## config.mk

```make
export PLATFORM = sky130hd
export DESIGN_NAME = fifo_wr_ptr_ctrl_flat
export DESIGN_NICKNAME = d
export VERILOG_FILES = /design/src/rtl/fifo_pkg.sv /design/src/rtl/fifo_wr_ptr_ctrl_if.sv /design/src/rtl/fifo_wr_ptr_ctrl.sv /design/src/flat_wrapper.sv
export SDC_FILE = /design/constraint.sdc
export NUM_CORES = 1
export LEC_CHECK = 0
export CORE_UTILIZATION = 38
export CTS_CLUSTER_SIZE = 12
export DETAILED_ROUTE_END_ITERATION = 12
export GPL_ROUTABILITY_DRIVEN = 0
export PLACE_DENSITY = 0.69
export SYNTH_ARGS = -nofsm -noshare
export SYNTH_HDL_FRONTEND = slang
export SYNTH_SLANG_ARGS = --single-unit
```

## constraint.sdc

```tcl
create_clock -name clk_i -period 2.6 [get_ports clk_i]
set_clock_uncertainty 0.2 [all_clocks]
set_input_delay 0.78 -clock clk_i [delete_from_list [all_inputs] [get_ports clk_i]]
set_output_delay 0.78 -clock clk_i [all_outputs]
set_load 0.01 [all_outputs]
```

## src/rtl/fifo_pkg.sv

```systemverilog
// Shared FIFO types and pointer encoding helpers.
// Used by the write/read pointer controllers and the synchronizers.
package fifo_pkg;

    typedef enum logic {
        RUN   = 1'b0,
        DRAIN = 1'b1
    } wr_state_e;

    function automatic logic [31:0] bin2gray(
        input logic [31:0] b
    );
        return b ^ (b >> 1);
    endfunction

    function automatic logic [31:0] gray2bin(
        input logic [31:0] g
    );
        logic [31:0] b;
        b[31] = g[31];
        for (int i = 30; i >= 0; i--) begin
            b[i] = b[i+1] ^ g[i];
        end
        return b;
    endfunction

endpackage

```

## src/rtl/fifo_wr_ptr_ctrl_if.sv

```systemverilog
// Producer-side write handshake of the FIFO write controller.
// The producer drives valid, the controller returns ready.
interface fifo_wr_ptr_ctrl_if;

    logic wr_valid;
    logic wr_ready;

    modport master (
        output wr_valid,
        input  wr_ready
    );

    modport slave (
        input  wr_valid,
        output wr_ready
    );

endinterface

```

## src/rtl/fifo_wr_ptr_ctrl.sv

```systemverilog
// Write-side pointer controller of an async FIFO: pointers,
// occupancy flags, flush/drain FSM and stall counter.
module fifo_wr_ptr_ctrl
    import fifo_pkg::*;
#(
    parameter int ADDR_WIDTH = 4,
    parameter int AF_THRESH  = 12
) (
    input  logic                  clk_i,
    input  logic                  rst_ni,
    fifo_wr_ptr_ctrl_if.slave     wr_if,
    input  logic                  flush_i,
    input  logic [ADDR_WIDTH:0]   rd_ptr_sync_i,
    output logic                  mem_we_o,
    output logic [ADDR_WIDTH-1:0] mem_addr_o,
    output logic [ADDR_WIDTH:0]   wr_ptr_bin_o,
    output logic [ADDR_WIDTH:0]   wr_ptr_gray_o,
    output logic [ADDR_WIDTH:0]   level_o,
    output logic                  full_o,
    output logic                  almost_full_o,
    output logic                  flush_done_o,
    output logic                  ptr_err_o,
    output logic [15:0]           drop_cnt_o
);

    localparam int PW = ADDR_WIDTH + 1;
    localparam logic [PW-1:0] DEPTH = PW'(2 ** ADDR_WIDTH);
    localparam logic [PW-1:0] AF_LVL = PW'(AF_THRESH);

    wr_state_e     state_q;
    wr_state_e     state_d;
    logic          wr_fire;
    logic          wr_stall;
    logic [PW-1:0] wr_ptr_next;
    logic [PW-1:0] lvl_next;

    assign wr_if.wr_ready = (state_q == RUN) && !full_o;
    assign wr_fire  = wr_if.wr_valid && wr_if.wr_ready;
    assign wr_stall = wr_if.wr_valid && !wr_if.wr_ready;

    assign mem_we_o   = wr_fire;
    assign mem_addr_o = wr_ptr_bin_o[ADDR_WIDTH-1:0];

    assign wr_ptr_next = wr_ptr_bin_o + PW'(wr_fire);
    // Modular difference; a stale read pointer only overstates level.
    assign lvl_next    = wr_ptr_next - rd_ptr_sync_i;

    always_comb begin
        state_d      = state_q;
        flush_done_o = 1'b0;
        unique case (state_q)
            RUN: begin
                if (flush_i) state_d = DRAIN;
            end
            DRAIN: begin
                if (level_o == '0 && !flush_i) begin
                    state_d      = RUN;
                    flush_done_o = 1'b1;
                end
            end
        endcase
    end

    always_ff @(posedge clk_i or negedge rst_ni) begin
        if (!rst_ni) begin
            state_q       <= RUN;
            wr_ptr_bin_o  <= '0;
            wr_ptr_gray_o <= '0;
            level_o       <= '0;
            full_o        <= 1'b0;
            almost_full_o <= 1'b0;
            ptr_err_o     <= 1'b0;
            drop_cnt_o    <= '0;
        end else begin
            state_q       <= state_d;
            wr_ptr_bin_o  <= wr_ptr_next;
            wr_ptr_gray_o <= PW'(bin2gray(32'(wr_ptr_next)));
            level_o       <= lvl_next;
            full_o        <= (lvl_next == DEPTH);
            almost_full_o <= (lvl_next >= AF_LVL);
            if (lvl_next > DEPTH) ptr_err_o <= 1'b1;
            if (wr_stall && drop_cnt_o != 16'hFFFF) begin
                drop_cnt_o <= drop_cnt_o + 16'd1;
            end
        end
    end

endmodule

```

## src/flat_wrapper.sv

```systemverilog
// flat-port wrapper written by rule: the top's interface ports become plain ports
module fifo_wr_ptr_ctrl_flat import fifo_pkg::*;
#(
    parameter int ADDR_WIDTH = 4,
    parameter int AF_THRESH  = 12
)
  (clk_i, rst_ni, flush_i, rd_ptr_sync_i, mem_we_o, mem_addr_o, wr_ptr_bin_o, wr_ptr_gray_o, level_o, full_o, almost_full_o, flush_done_o, ptr_err_o, drop_cnt_o, wr_if_wr_valid, wr_if_wr_ready);
  fifo_wr_ptr_ctrl_if wr_if_i ();
  input  logic clk_i;
  input  logic rst_ni;
  input  logic flush_i;
  input  logic [ADDR_WIDTH:0] rd_ptr_sync_i;
  output logic mem_we_o;
  output logic [ADDR_WIDTH-1:0] mem_addr_o;
  output logic [ADDR_WIDTH:0] wr_ptr_bin_o;
  output logic [ADDR_WIDTH:0] wr_ptr_gray_o;
  output logic [ADDR_WIDTH:0] level_o;
  output logic full_o;
  output logic almost_full_o;
  output logic flush_done_o;
  output logic ptr_err_o;
  output logic [15:0] drop_cnt_o;
  input wire logic [$bits(wr_if_i.wr_valid)-1:0] wr_if_wr_valid;
  output wire logic [$bits(wr_if_i.wr_ready)-1:0] wr_if_wr_ready;
  assign wr_if_i.wr_valid = wr_if_wr_valid;
  assign wr_if_wr_ready = wr_if_i.wr_ready;
  fifo_wr_ptr_ctrl #(.ADDR_WIDTH(ADDR_WIDTH), .AF_THRESH(AF_THRESH)) u_core (.clk_i(clk_i), .rst_ni(rst_ni), .wr_if(wr_if_i), .flush_i(flush_i), .rd_ptr_sync_i(rd_ptr_sync_i), .mem_we_o(mem_we_o), .mem_addr_o(mem_addr_o), .wr_ptr_bin_o(wr_ptr_bin_o), .wr_ptr_gray_o(wr_ptr_gray_o), .level_o(level_o), .full_o(full_o), .almost_full_o(almost_full_o), .flush_done_o(flush_done_o), .ptr_err_o(ptr_err_o), .drop_cnt_o(drop_cnt_o));
endmodule
```

==> results.yml <==
yosys:
  synth_cell_types: 39
  synthCells: 149
  avgSynthCellArea_sq_um: 11.36
  synth-seq-cells: 34
  synth_xor_area_share_pct: 13.23
  syn-cell-area_sq_um: 1693
  yosysSeqAreaShare_pct: 50.26
  synth-compound-area-share_pct: 8.426
  synth-simple-area-share_pct: 15.52
  synth_nets: 166
  muxShareOfSynthArea_pct: 0.8869
  yosysWarnings: 0
  synthAdderAreaFrac_pct: 6.356
  synth_top_family_by_area: "simple AND/OR/NAND/NOR gates"
placed_design:
  portBuffers: 49
  dp_hpwl_um: 2831
  place_area_sq_um: 2427
floorplan:
  die_x_um: 68.75
  core-area_sq_um: 4144
  initial_core_util_pct: 40.85
  num_io_pins: 50
  die-area_sq_um: 4726
  num_rows: 23
  die_y_um: 68.75
critical_path:
  start_kind: "input port"
  crit_path_end: "u_core.full_o$_DFF_PN0_"
  critPathLaunch: "wr_if_wr_valid"
  path_class: "in -> reg"
  rrSetupSlack_ns: 0.09
  cpPeakStageDelay_ns: 0.41
  cp_max_fo: 4
  worstPathBufferInverterCount: 2
  cp_cell_sequence: "buf_2 > and2_4 > ha_4 > inv_2 > ha_4 > fa_2 > nor2b_2 > o21ai_2 > a21o_1 > a211oi_2"
  r2r-end: "u_core.full_o$_DFF_PN0_"
  cp_common_cell: "ha_4"
  critical_path.slowest_cell: "fa_2"
  regToRegStartpoint: "u_core.state_q$_DFF_PN0_"
  crit_family: "adder cells"
  crit_arrival_ns: 2.57
  cp.depth: 10
  reg2reg_depth: 10
  end_kind: "flip-flop"
  crit_required_ns: 2.60
clock_network:
  ctsHoldBuffers: 0
  cts_buffer_depth: 2
  cts_max_level: 2
  cts-buffers-inserted: 5
  clock_latency_ns: 0.28
  cts_sinks: 34
  clk_pin_slew_worst_paths_ns: 0.07
  tritoncts: "done"
  cts_root_buf: "clkbuf_8"
run:
  cap_violations: 0
global_route:
  grt_max_degree: 35
  grt_pass1_vias: 1423
  gr-total-overflow: 0
  grtUsageTotal_pct: 18.19
  grt_pass1_wl_um: 6168
  antenna_found_initial: 0
power_and_ir_drop:
  powerDensity_nw_per_um2: 876.9
  ir_drop_mv: 0.5312
  finalPower_uw: 2264
  p_leak_uw: 0.001163
timing:
  rsz0062_at_grt: "yes"
  slew_violations: 0
  clock.fmax_mhz: 389.0
  relSlewSlack_pct: 64.29
  setup_viol: 0
  worst_pin_slew_ns: 0.5317
  fin_crit_ns: 2.571
  final_hold_viol_count: 0
  period_share_pct: 98.87
drt:
  drtPass1Iterations: 4
  postRouteAntennaNets: 0
  drtIter0Drc: 53
  wl_per_cell_um: 13.81
  num_vias: 1381
  detail_route.drc_violations: 0
  routed_wl_um: 3785
  viasPerCell: 5.040
cells_and_area:
  layout_common_cells: "clkdlybuf4s50_1 (45), dfrtp_1 (34), buf_4 (24), xor2_1 (12), inv_1 (11)"
  fillCellCount: 347
  num-nets-final: 240
  syn2layout_area_growth_pct: 52.48
  drive_gt1_share_pct: 26.79
  final_cell_area_sq_um: 2581
  diodes: 0
  final_common_cell: "clkdlybuf4s50_1"
status:
  status: "complete, no violations"
hold_path:
  min-delay-start: "u_core.drop_cnt_o[10]$_DFFE_PN0P_"
  hold_path.class: "reg -> reg"
## state kept, by name (all words and copies together) (netlist names)
| signal | flops |
|---|---|
| u_core.state_q | 1 |
| u_core.level_o | 5 |
| u_core.wr_ptr_gray_o | 4 |
| u_core.wr_ptr_bin_o | 5 |
| u_core.almost_full_o | 1 |
| u_core.ptr_err_o | 1 |
| u_core.full_o | 1 |
| u_core.drop_cnt_o | 16 |
## how the worst min path moves through the flow
stage	endpoint	depth (start not counted)	slack [ns]
floorplan	u_core.almost_full_o$_DFF_PN0_	0	0.28
global placement	u_core.drop_cnt_o[14]$_DFFE_PN0P_	1	0.29
detailed placement	u_core.drop_cnt_o[10]$_DFFE_PN0P_	1	0.29
CTS	u_core.drop_cnt_o[10]$_DFFE_PN0P_	1	0.30
global route	u_core.drop_cnt_o[10]$_DFFE_PN0P_	1	0.34
finish	u_core.drop_cnt_o[10]$_DFFE_PN0P_	1	0.30
## cells in the mapped netlist
cell type	instances	share of area, %
o21a_1	1	0.44
a31oi_1	1	0.37
o2111ai_1	1	0.52
nand2_1	8	1.8
ha_1	7	5.2
a21oi_2	1	0.52
and4_2	1	0.59
nor4_2	3	2.2
or2_1	1	0.37
a21o_1	1	0.44
xnor3_1	1	1.3
nand4b_1	1	0.52
a211oi_1	4	1.8
nand4_1	3	1.1
nor4_1	1	0.37
inv_1	13	2.9
nor2_1	5	1.1
xor2_1	13	6.7
fa_1	1	1.2
and2_1	3	1.1
nor3_1	2	0.59
o21ai_1	1	0.30
nor4_4	1	1.3
mux2_4	1	0.89
nor2b_1	1	0.37
o21ai_0	3	0.89
dfrtp_1	34	50
clkbuf_1	1	0.22
xnor2_1	10	5.2
a221oi_1	1	0.52
o211ai_1	2	0.89
buf_4	5	2.2
nand3_2	1	0.59
or2_0	1	0.37
a21oi_1	6	1.8
nor4b_1	1	0.52
nand3_1	4	1.2
nor2_2	1	0.37
and3_1	3	1.1
## area by class of cell
type | instances | area [sq um] | share of cell area, %
inverter | 13 | 51.30 | 1.987
clock inverter | 2 | 12.51 | 0.4847
sequential | 34 | 850.8 | 32.96
timing repair buffer | 73 | 658.1 | 25.50
clock buffer | 6 | 82.58 | 3.199
tap | 50 | 62.56 | 2.424
multi-input combinational | 96 | 863.3 | 33.45
## metrics by stage
stage | TNS [ns] | std cells | hold WS (ns) | util, % | setup slack [ns]
finish | 0 | 274 | 0.2992 | 62.29 | 0.02935
global route | -0.06123 | 274 | 0.3351 | 62.29 | -0.05583
CTS | 0 | 274 | 0.3024 | 62.05 | 0.01279
detailed placement | -4.301 | 261 | 0.2916 | 58.57 | -0.6507
global placement | -3.809 | 261 | 0.2868 | 58.57 | -0.5316
floorplan | -0.09497 | 149 | 0.2844 | - | -0.06310
## routing by layer
metal	up-vias	routed length, um	global-route usage [%]
li1	660	-	-
met1	668	1559	20.88
met2	41	1974	31.99
met3	12	174	4.112
met4	0	78	8.418
met5	-	0	0
## report_power, final
part	leakage (uW)	internal, uW	switching, uW	total [uW]
registers	0.000427	673	130	803
logic	0.000689	619	439	1060
clock network	0.0000472	213	190	402
total	0.00116	1500	759	2260
## worst register-to-register path: stages (launching register included)
cell	delay (ns)
dfrtp_1	0.39
nor2_2	0.16
and2_4	0.18
ha_4	0.14
ha_4	0.16
xor2_4	0.18
ha_4	0.23
nor2b_2	0.16
o21ai_2	0.17
nand3_1	0.19
a211oi_2	0.27
## cells by family (layout without fill, tap and decap cells)
| kind of cell | after synthesis | in the layout |
|---|---|---|
| AO/OA/AOI/OAI | 22 | 22 |
| XOR/XNOR | 24 | 24 |
| adder cells (fa/ha/maj) | 8 | 8 |
| buffers and inverters | 19 | 94 |
| flip-flops | 34 | 34 |
| multiplexers | 1 | 1 |
| AND/OR/NAND/NOR | 41 | 41 |
## what timing repair did
| action | in CTS | in global routing |
|---|---|---|
| resized for setup | 16 | 2 |
| setup buffers | 5 | 0 |
| endpoints found under the setup margin | 8 | 6 |
| pin swaps | 10 | 2 |
| gates cloned | 0 | 0 |
Power figures use the tool's default switching activity.
==> patch: new RTL, same flow settings <==
Make the reset (`rst_ni`) synchronous in one clocked block. Comments in the files are not updated.
--- a/src/rtl/fifo_wr_ptr_ctrl.sv
+++ b/src/rtl/fifo_wr_ptr_ctrl.sv
@@ -61,7 +61,7 @@
         endcase
     end
 
-    always_ff @(posedge clk_i or negedge rst_ni) begin
+    always_ff @(posedge clk_i) begin
         if (!rst_ni) begin
             state_q       <= RUN;
             wr_ptr_bin_o  <= '0;
Formal check against the unedited RTL: differs if rst_ni is asserted again (counterexample within 4 cycles, from zero or initial values and one cycle with rst_ni low); with rst_ni held inactive, the same outputs for 10 cycles.
==> patch against the original RTL <==
  * The flow now finishes with violations (negative setup slack)
  * Maximum frequency shrank 2.6%
  * Sequential cell count did not move
  * Die area grew 0.93%
  * Final cell count grew 9.9%
  * Synthesized area increased by 0.96%
  * Highest routed layer unchanged
  * Wire length down 5.7%
  * First-iteration DRC count is 38% lower
  * Design area up 0.44%
  * Setup slack lost 0.068 ns
  * Largest cell class unchanged
Power is not compared: it rests on default switching activity, and its combinational part moved more than twofold at a synthesized area within 25%.
==> patch: results (changes against the original RTL) <==
* Status: finished with violations (was complete, no violations)
* Failing checks: negative setup slack
* Post-Syn Area per Cell at 9.602 um^2 (was 11.36 um^2)
* Initial DRC count at 33 (was 53)
* Multi-In Gates at 125 (was 96)
* Core Util, Final at 59.95% (was 62.29%)
* Critical path's slowest cell: ha_4 (was fa_2)
* GRT Util Overall at 16.07% (was 18.19%)
* Metal3 WL at 171 um (was 174 um)
* Data arrival, critical path at 2.62 ns (was 2.57 ns)
* Endpoints failing setup at 4 (was 0)
* ClkCell Share at 3.523% (was 3.684%)
* WHS Endpoint: u_core.ptr_err_o (was u_core.drop_cnt_o[10])
* Wire per inst at 11.86 um (was 13.81 um)
* Post-synthesis mux area share at 3.514% (was 0.8869%)
* Pre-CTS WS at -0.7027 ns (was -0.6507 ns)
* Core box area at 4324 um^2 (was 4144 um^2)
* Async S/R FF share, synth at 0% (was 100.0%)
* GR Layer Usage met3 at 4.240% (was 4.112%)
* Worst Hold Launch: u_core.ptr_err_o (was u_core.drop_cnt_o[10])
* R2R cell count at 12 (was 10)
* Post-DP HPWL at 2.717 mm (was 2.831 mm)
* Signal inverters at 9 (was 13)
* Fillers at 403 (was 347)
* Crit Reg-Reg Endpoint: u_core.ptr_err_o (was u_core.full_o)
* Max_slew headroom at 75.36% (was 64.29%)
* Metal-1 WL at 1.706 mm (was 1.559 mm)
* Worst Slack Setup Final at -0.03816 ns (was 0.02935 ns)
patch: changes by cell type in the layout (fill, tap and decap cells not counted), moves of 6 or more:
cell      before  now
dfrtp_1       34    0
dfxtp_1        0   34
nand2b_1       0    7
xnor2_1        9    3
nand2_1        8   17
and2_1         2   17
mux2i_1        0    6
patch: worst max-delay path by stage:
stage                        to  depth (start not counted)
2_1_floorplan  u_core.ptr_err_o                         10
3_3_place_gp   u_core.ptr_err_o                         12
3_5_place_dp   u_core.ptr_err_o                         12
4_1_cts        u_core.ptr_err_o                         11
5_1_grt        u_core.ptr_err_o                         12
6_report       u_core.ptr_err_o                         11
patch: cells by family (layout without fill, tap and decap cells):
family / after synthesis / count (layout)
AOI/OAI and AO/OA: 16 / 16
xor gates and xnor gates: 17 / 17
adders and majority gates: 8 / 8
buffers and inverters: 19 / 90
DFF: 34 / 34
muxes: 6 / 6
and+or+nand+nor: 78 / 78
